<file path="src/rtl/mips_ctrl_pkg.sv">
// rtl/mips_ctrl_pkg.sv - MIPS control-flow encodings shared by branch_ctrl and branch_decode
package mips_ctrl_pkg;

    localparam logic [5:0] SPECIAL = 6'h00;
    localparam logic [5:0] REGIMM  = 6'h01;
    localparam logic [5:0] J       = 6'h02;
    localparam logic [5:0] JAL     = 6'h03;
    localparam logic [5:0] BEQ     = 6'h04;
    localparam logic [5:0] BNE     = 6'h05;
    localparam logic [5:0] BLEZ    = 6'h06;
    localparam logic [5:0] BGTZ    = 6'h07;

    localparam logic [5:0] JR      = 6'h08;
    localparam logic [5:0] JALR    = 6'h09;

    localparam logic [4:0] RT_BLTZ   = 5'h00;
    localparam logic [4:0] RT_BGEZ   = 5'h01;
    localparam logic [4:0] RT_BLTZAL = 5'h10;
    localparam logic [4:0] RT_BGEZAL = 5'h11;

    localparam logic [4:0] LINK_REG_RA = 5'd31;

    typedef enum logic [1:0] {
        BK_NONE = 2'd0,
        BK_BR   = 2'd1,
        BK_J    = 2'd2,
        BK_JR   = 2'd3
    } branch_kind_t;

endpackage

</file>
<file path="src/rtl/branch_decode.sv">
// rtl/branch_decode.sv - combinational classification of control instructions and their condition
module branch_decode
    import mips_ctrl_pkg::*;
(
    input  logic [31:0]  instruction_word,
    input  logic         N,
    input  logic         Z,
    output branch_kind_t kind,
    output logic         taken,
    output logic         is_link,
    output logic [4:0]   link_reg
);

    logic [5:0] opcode;
    logic [4:0] rt;
    logic [4:0] rd;
    logic [5:0] funct;

    assign opcode = instruction_word[31:26];
    assign rt     = instruction_word[20:16];
    assign rd     = instruction_word[15:11];
    assign funct  = instruction_word[5:0];

    always_comb begin
        kind     = BK_NONE;
        taken    = 1'b0;
        is_link  = 1'b0;
        link_reg = 5'd0;
        case (opcode)
            SPECIAL: begin
                if (funct == JR) begin
                    kind  = BK_JR;
                    taken = 1'b1;
                end else if (funct == JALR) begin
                    kind     = BK_JR;
                    taken    = 1'b1;
                    is_link  = 1'b1;
                    link_reg = rd;
                end
            end
            REGIMM: begin
                case (rt)
                    RT_BLTZ: begin
                        kind  = BK_BR;
                        taken = N;
                    end
                    RT_BGEZ: begin
                        kind  = BK_BR;
                        taken = !N;
                    end
                    RT_BLTZAL: begin
                        kind     = BK_BR;
                        taken    = N;
                        is_link  = 1'b1;
                        link_reg = LINK_REG_RA;
                    end
                    RT_BGEZAL: begin
                        kind     = BK_BR;
                        taken    = !N;
                        is_link  = 1'b1;
                        link_reg = LINK_REG_RA;
                    end
                    default: ;
                endcase
            end
            J: begin
                kind  = BK_J;
                taken = 1'b1;
            end
            JAL: begin
                kind     = BK_J;
                taken    = 1'b1;
                is_link  = 1'b1;
                link_reg = LINK_REG_RA;
            end
            BEQ: begin
                kind  = BK_BR;
                taken = Z;
            end
            BNE: begin
                kind  = BK_BR;
                taken = !Z;
            end
            BLEZ: begin
                kind  = BK_BR;
                taken = N | Z;
            end
            BGTZ: begin
                kind  = BK_BR;
                taken = !N & !Z;
            end
            default: ;
        endcase
    end

endmodule

</file>
<file path="src/rtl/branch_ctrl.sv">
// rtl/branch_ctrl.sv - branch/jump resolution with one delay slot, link writes and sticky finish
module branch_ctrl
    import mips_ctrl_pkg::*;
#(
    parameter logic [31:0] FINISH_ADDR = 32'h0000_0000
) (
    input  logic        clk,
    input  logic        reset,
    input  logic        state,
    input  logic [31:0] instruction_word,
    input  logic [31:0] pc_in,
    input  logic        N,
    input  logic        Z,
    input  logic [31:0] read_data_0,
    output logic        redirect_valid,
    output logic [31:0] redirect_target,
    output logic        link_en,
    output logic [4:0]  link_reg,
    output logic [31:0] link_addr,
    output logic        in_delay_slot,
    output logic        finish
);

    branch_kind_t kind;
    logic         taken;
    logic         is_link;
    logic [4:0]   dec_link_reg;

    logic         pending_valid;
    logic [31:0]  pending_target;
    logic         finish_pending;

    logic         active;
    logic [31:0]  pc_plus4;
    logic [31:0]  br_offset;
    logic [31:0]  target;

    branch_decode u_decode (
        .instruction_word (instruction_word),
        .N                (N),
        .Z                (Z),
        .kind             (kind),
        .taken            (taken),
        .is_link          (is_link),
        .link_reg         (dec_link_reg)
    );

    // Only a fresh exec cycle outside a delay slot and before finish may act on control flow.
    assign active    = state && !in_delay_slot && !finish;
    assign pc_plus4  = pc_in + 32'd4;
    assign br_offset = {{14{instruction_word[15]}}, instruction_word[15:0], 2'b00};

    always_comb begin
        target = 32'd0;
        case (kind)
            BK_BR:   target = pc_plus4 + br_offset;
            BK_J:    target = {pc_plus4[31:28], instruction_word[25:0], 2'b00};
            BK_JR:   target = read_data_0;
            default: target = 32'd0;
        endcase
    end

    always_ff @(posedge clk) begin
        if (reset) begin
            pending_valid  <= 1'b0;
            pending_target <= 32'd0;
            finish_pending <= 1'b0;
            in_delay_slot  <= 1'b0;
            finish         <= 1'b0;
        end else if (state) begin
            if (in_delay_slot) begin
                pending_valid  <= 1'b0;
                in_delay_slot  <= 1'b0;
                finish_pending <= 1'b0;
                if (finish_pending) begin
                    finish <= 1'b1;
                end
            end else if (active && kind != BK_NONE) begin
                // The delay slot always executes, so it is flagged even for a not-taken branch.
                in_delay_slot  <= 1'b1;
                pending_valid  <= taken;
                finish_pending <= (kind == BK_JR) && (read_data_0 == FINISH_ADDR);
                if (taken) begin
                    pending_target <= target;
                end
            end
        end
    end

    assign redirect_valid  = pending_valid && state && !finish;
    assign redirect_target = redirect_valid ? pending_target : 32'd0;

    assign link_en   = active && is_link;
    assign link_reg  = link_en ? dec_link_reg : 5'd0;
    assign link_addr = link_en ? (pc_in + 32'd8) : 32'd0;

endmodule

</file>
<file path="config.mk">
export PLATFORM = sky130hd
export DESIGN_NAME = branch_ctrl
export DESIGN_NICKNAME = d
export VERILOG_FILES = /design/src/rtl/mips_ctrl_pkg.sv /design/src/rtl/branch_decode.sv /design/src/rtl/branch_ctrl.sv
export SDC_FILE = /design/constraint.sdc
export NUM_CORES = 1
export LEC_CHECK = 0
export CORE_ASPECT_RATIO = 1.5
export CORE_MARGIN = 8
export CORE_UTILIZATION = 40
export DETAILED_ROUTE_END_ITERATION = 8
export DONT_BUFFER_PORTS = 1
export SETUP_SLACK_MARGIN = 0.02
export SLEW_MARGIN = 20
export SYNTH_ARGS = -nofsm -noshare
export SYNTH_HDL_FRONTEND = slang
export SYNTH_HIERARCHICAL = 1
export SYNTH_SLANG_ARGS = --single-unit
</file>
<file path="constraint.sdc">
create_clock -name clk -period 4.5 [get_ports clk]
set_input_delay 0.9 -clock clk [delete_from_list [all_inputs] [get_ports clk]]
set_output_delay 0.9 -clock clk [all_outputs]
set_load 0.02 [all_outputs]
</file>
# Word-level counts from Yosys, hierarchy flattened
# Cells that the tools add are included.
[totals] register_bits=36 in_bits=101 output_inout_bits=73 word_cells=76
[classes] addsub=3 eq_ne=15 muxes=25 bitwise=3 n_reduce_logical=25
[op_table] op="$pmux W32 S3" n=1
[op_table] op="$mux W32" n=2
[op_table] op="$add A32 B3 Y32 const B" n=1
[op_table] op="$add A32 B32 Y32" n=1
[op_table] op="$add A32 B4 Y32 const B" n=1
[op_table] op="$logic_not A32 Y1" n=1
[op_table] op="$eq A6 B3 Y1 const B" n=4
[op_table] op="$mux W5" n=4
[op_table] op="$pmux W5 S3" n=1
[op_table] op="$eq A6 B2 Y1 const B" n=2
[op_table] op="$eq A6 B4 Y1 const B" n=2
[op_table] op="$mux W1" n=11
[op_table] op="$eq A5 B5 Y1 const B" n=2
[op_table] op="$pmux W2 S4" n=1
[op_table] op="$reduce_or A2 Y1" n=4
[op_table] op="$reduce_or A4 Y1" n=2
[op_table] op="$logic_and A1 B1 Y1" n=7
[op_table] op="$pmux W1 S7" n=1
[op_table] op="$eq A6 B1 Y1 const B" n=1
[op_table] op="$logic_not A6 Y1" n=1
[op_table] op="$eq A5 B1 Y1 const B" n=1
[op_table] op="$logic_not A5 Y1" n=1
[op_table] op="$eq A2 B2 Y1 const B" n=2
[op_table] op="$logic_not A1 Y1" n=4
[op_table] op="11 further kinds" n=13

# Longest topological paths before layout
[depth] word_depth=8 mapped_depth=18

# Hierarchy
# Netlist, hierarchy kept.
[by_module_without_submodules] mod="branch_ctrl" n_inst=1 cells_per_inst=683 area_per_inst_um2=5028.6 seq_area_each_um2=720.7
[by_module_without_submodules] mod="branch_decode" n_inst=1 cells_per_inst=35 area_per_inst_um2=226.5 seq_area_each_um2=0.0

# Worst setup path after synthesis
# OpenSTA, ideal clock, no wires.
[synth_timing] kind="in2reg" startpoint="input pc_in[3]" endpoint="register pending_target[31]" t_arrival_ns=4.187 path_slack_ns=0.217 path_stages=18 cell_sequence="ha_1 and3_1 nand3_2 nor3_2 nand3_1 nor2_1 nand2_1 xnor2_1 ha_1 nand4_1 inv_1 a221oi_2 o221ai_1 o211ai_1 a41oi_1 a2111oi_0 a31oi_1 o41ai_2"
[synth_via] elab_chain_len=3
[synth_rtl] element="from (decl)" line="branch_ctrl.sv:11" text="input logic [31:0] pc_in,"
[synth_rtl] element="$add A32 B3 Y32 *" line="branch_ctrl.sv:50" text="assign pc_plus4 = pc_in + 32'd4;"
[synth_rtl] element="$add A32 B32 Y32" line="branch_ctrl.sv:56" text="BK_BR: target = pc_plus4 + br_offset;"
[synth_rtl] element="$pmux W32 S3 *" line="branch_ctrl.sv:55" text="case (kind)"
[synth_rtl] element="to (signal assigned)" line="branch_ctrl.sv:84" text="pending_target <= target;"
[synth_rtl] element="to (decl)" line="branch_ctrl.sv:30" text="logic [31:0] pending_target;"
# Every way passes the cells marked *; elsewhere a longest branch is shown, timed or not.
# A chain may end at the register's enable or synchronous reset.

# Worst setup path after layout
# Same ends and word-level chain as after synthesis.

==> flow_summary.toml <==
[clock_tree]
cts_sinks = 36
cts_tree = "yes"
clock_path_buffers = 2
clk_latency_ns = 0.29
cts_inserted_buffers = 5
cts_setup_buffers = 0
clkTransAtPathRegs_ns = 0.06
ctsResizeCount = 0
holdBufCountCts = 0
cts-root-buf = "clkbuf_16"
htreeDepth = 2

[sta]
setup_viol = 0
timing.final.crit_share_pct = 92.08
worst_pin_slew_ns = 0.9713
rsz0062_at_grt = "no"
fin_tns_setup_ns = 0
hold_viol = 0
drv_slew = 0
skew_ns = 0.004817
period_needed_ns = 4.144
fmax_mhz = 241.3
maxSlewHeadroom_pct = 34.75

[outcome]
outcome = "finished clean"

[global_route]
use_met3_pct = 4.734
grt_antenna_before_repair = 1
gr-total-overflow = 0
grt_pass1_wl_mm = 29.99
grt_max_degree = 41
first_global_vias = 5457
met1_usage_pct = 25.22
grt_use_met2_pct = 38.16
grt.busiest_layer = "met2"
grt.total_usage_pct = 22.42

[detailed_routing]
dr.first_iter.drc_count = 269
drt_first_pass_iters = 5
vias = 5436
wl_per_cell_um = 22.00
viasPerCell = 6.094
finalWirelength_mm = 19.62
drc = 0
antenna_left = 0

[critical_path]
required_ns = 4.69
endpoint_kind = "flop"
cp.arrival_ns = 4.34
path_cells = "ha_1, and3_1, nand3_2, nor3_4, nand3_1, nor2_1, nand2_1, xnor2_2, ha_1, nand4_1, inv_1, a221oi_2, o221ai_1, o211ai_1, a41oi_2, a2111oi_2, a31oi_1, o41ai_2"
cpMaxStageDelayCell = "a2111oi_2"
startpoint_type = "primary input"
cpMostUsedCell = "ha_1"
critPathMaxFanout = 5
path_buf_inv = 1
crit_type = "in -> reg"
critPathTopFamily = "compound AO/OA/AOI/OAI gates"
slowest_delay_ns = 0.41

[yosys]
yosys.area.top_type = "dfxtp_1"
async_reset_ff_share_pct = 0
synthTopCellsByArea = "dfxtp_1 (14%), ha_1 (8.6%), nor2_1 (6.9%), xnor2_1 (6.5%), mux2_2 (5.6%)"
netlist.area_leader.share_pct = 13.71
synth_ff_type = "dfxtp_1"
synth_edf_count = 0
yosys_warnings = 6
synth.most_common_cell = "nor2_1"
synthesis.area_mm2 = 0.005255
ys_top_cells_by_count = "nor2_1 (96), nand2_1 (67), xnor2_1 (39)"
ys_types = 82
syn-num-nets = 856
syn_inst = 718
ys_seq_area_share_pct = 13.71
synth-seq-cells = 36
avgSynthCellArea_um2 = 7.319

[layout]
fin_util_pct = 44.77
register_area_um2 = 720.7
n_fill_cell = 1375
fin_nets = 869
area_growth_pct = 9.809
multiInputGateArea_mm2 = 0.004323
drive_gt1_share_pct = 15.16

[power]
power.density_mw_per_mm2 = 178.1
p_leak_nw = 2.278
ir_drop_uv = 114.1
p_total_mw = 1.028

[placed_design]
dp_hpwl_mm = 16.38
port-buffer-count = 0
place.gp.congestion = 0.9439

[floorplan]
start_util_pct = 40.77
die_area_mm2 = 0.01714
die_x_um = 109.6
std_cell_rows = 51
core_region_area_mm2 = 0.01289
ios = 174
die_h_um = 156.4

[hold_path]
hold_class = "reg -> reg"

[run]
max_cap_viol_count = 0
[state kept, by name (all words and copies together), names as in the netlist]
register        flops
pending_target     32
finish              1
finish_pending      1
in_delay_slot       1
pending_valid       1
[worst reg2reg max path, cell delays in order (launching register included)]
cell	delay, ns
dfxtp_1	0.43
nor4_1	0.54
and2_1	0.48
o21ai_0	0.18
a221oi_1	0.25
or3_1	0.16
o41ai_2	0.06
[placed cells by master, fill, tap and decap left out, types with 23 or more instances in the layout]
cell type,instances
xor2_1,31
dfxtp_1,36
and2_1,36
nor3_1,33
nor2_1,96
xnor2_1,38
nand2_1,67
buf_4,43
mux2_2,26
a21oi_1,27
nand3_1,23
ha_1,36
[logic make-up (layout without fill, tap and decap cells)]
group / count (synthesis) / count (layout) / synth area share, %
adders and majority gates: 37 / 37 / 8.952
AOI/OAI and AO/OA: 141 / 141 / 19.02
xor gates and xnor gates: 71 / 71 / 11.98
and+or+nand+nor: 348 / 348 / 34.71
muxes: 33 / 33 / 6.929
buffers and inverters: 52 / 66 / 4.690
other: 0 / 1 / 0
DFF: 36 / 36 / 13.71
[cell type report]
type,count,area share (%)
multi-input cells,630,74.91
clock buffers,8,2.537
inverters,15,0.9757
well taps,159,3.448
flip-flops and latches,36,12.49
repair buffers,43,5.594
diodes,1,0.04337
[final timing paths]
check	start	endpoint	slack, ns	depth (start not counted)
setup / recovery	pc_in[3]	pending_target[31]	0.36	18
hold / removal	pending_target[1]	pending_target[1]	0.44	2
setup reg to reg	finish	pending_target[31]	2.28	6
hold reg to reg	pending_target[1]	pending_target[1]	0.44	2
[per-layer routing]
layer | vias up | share of wire (%)
met1 | 2549 | 39
li1 | 2621 | -
met2 | 219 | 49
met5 | - | 0
met3 | 47 | 7.7
met4 | 0 | 4.6
[power by group]
group | internal, mW | total, mW | switching (mW)
clock network | 0.221 | 0.353 | 0.132
logic | 0.151 | 0.353 | 0.203
registers | 0.320 | 0.321 | 0.00120
total | 0.692 | 1.03 | 0.336
[metrics by stage]
stage	cell area, um^2	hold WS [ns]	setup WS (ns)	cells
final	5771	0.4424	0.3563	892
after global placement	5594	0.4269	0.1474	883
after CTS	5741	0.4415	0.2920	891
after floorplan	5255	0.4273	0.2173	718
after global routing	5771	0.4512	0.01699	892
after detailed placement	5594	0.4340	0.03974	883
(Power assumes the default switching activity.)
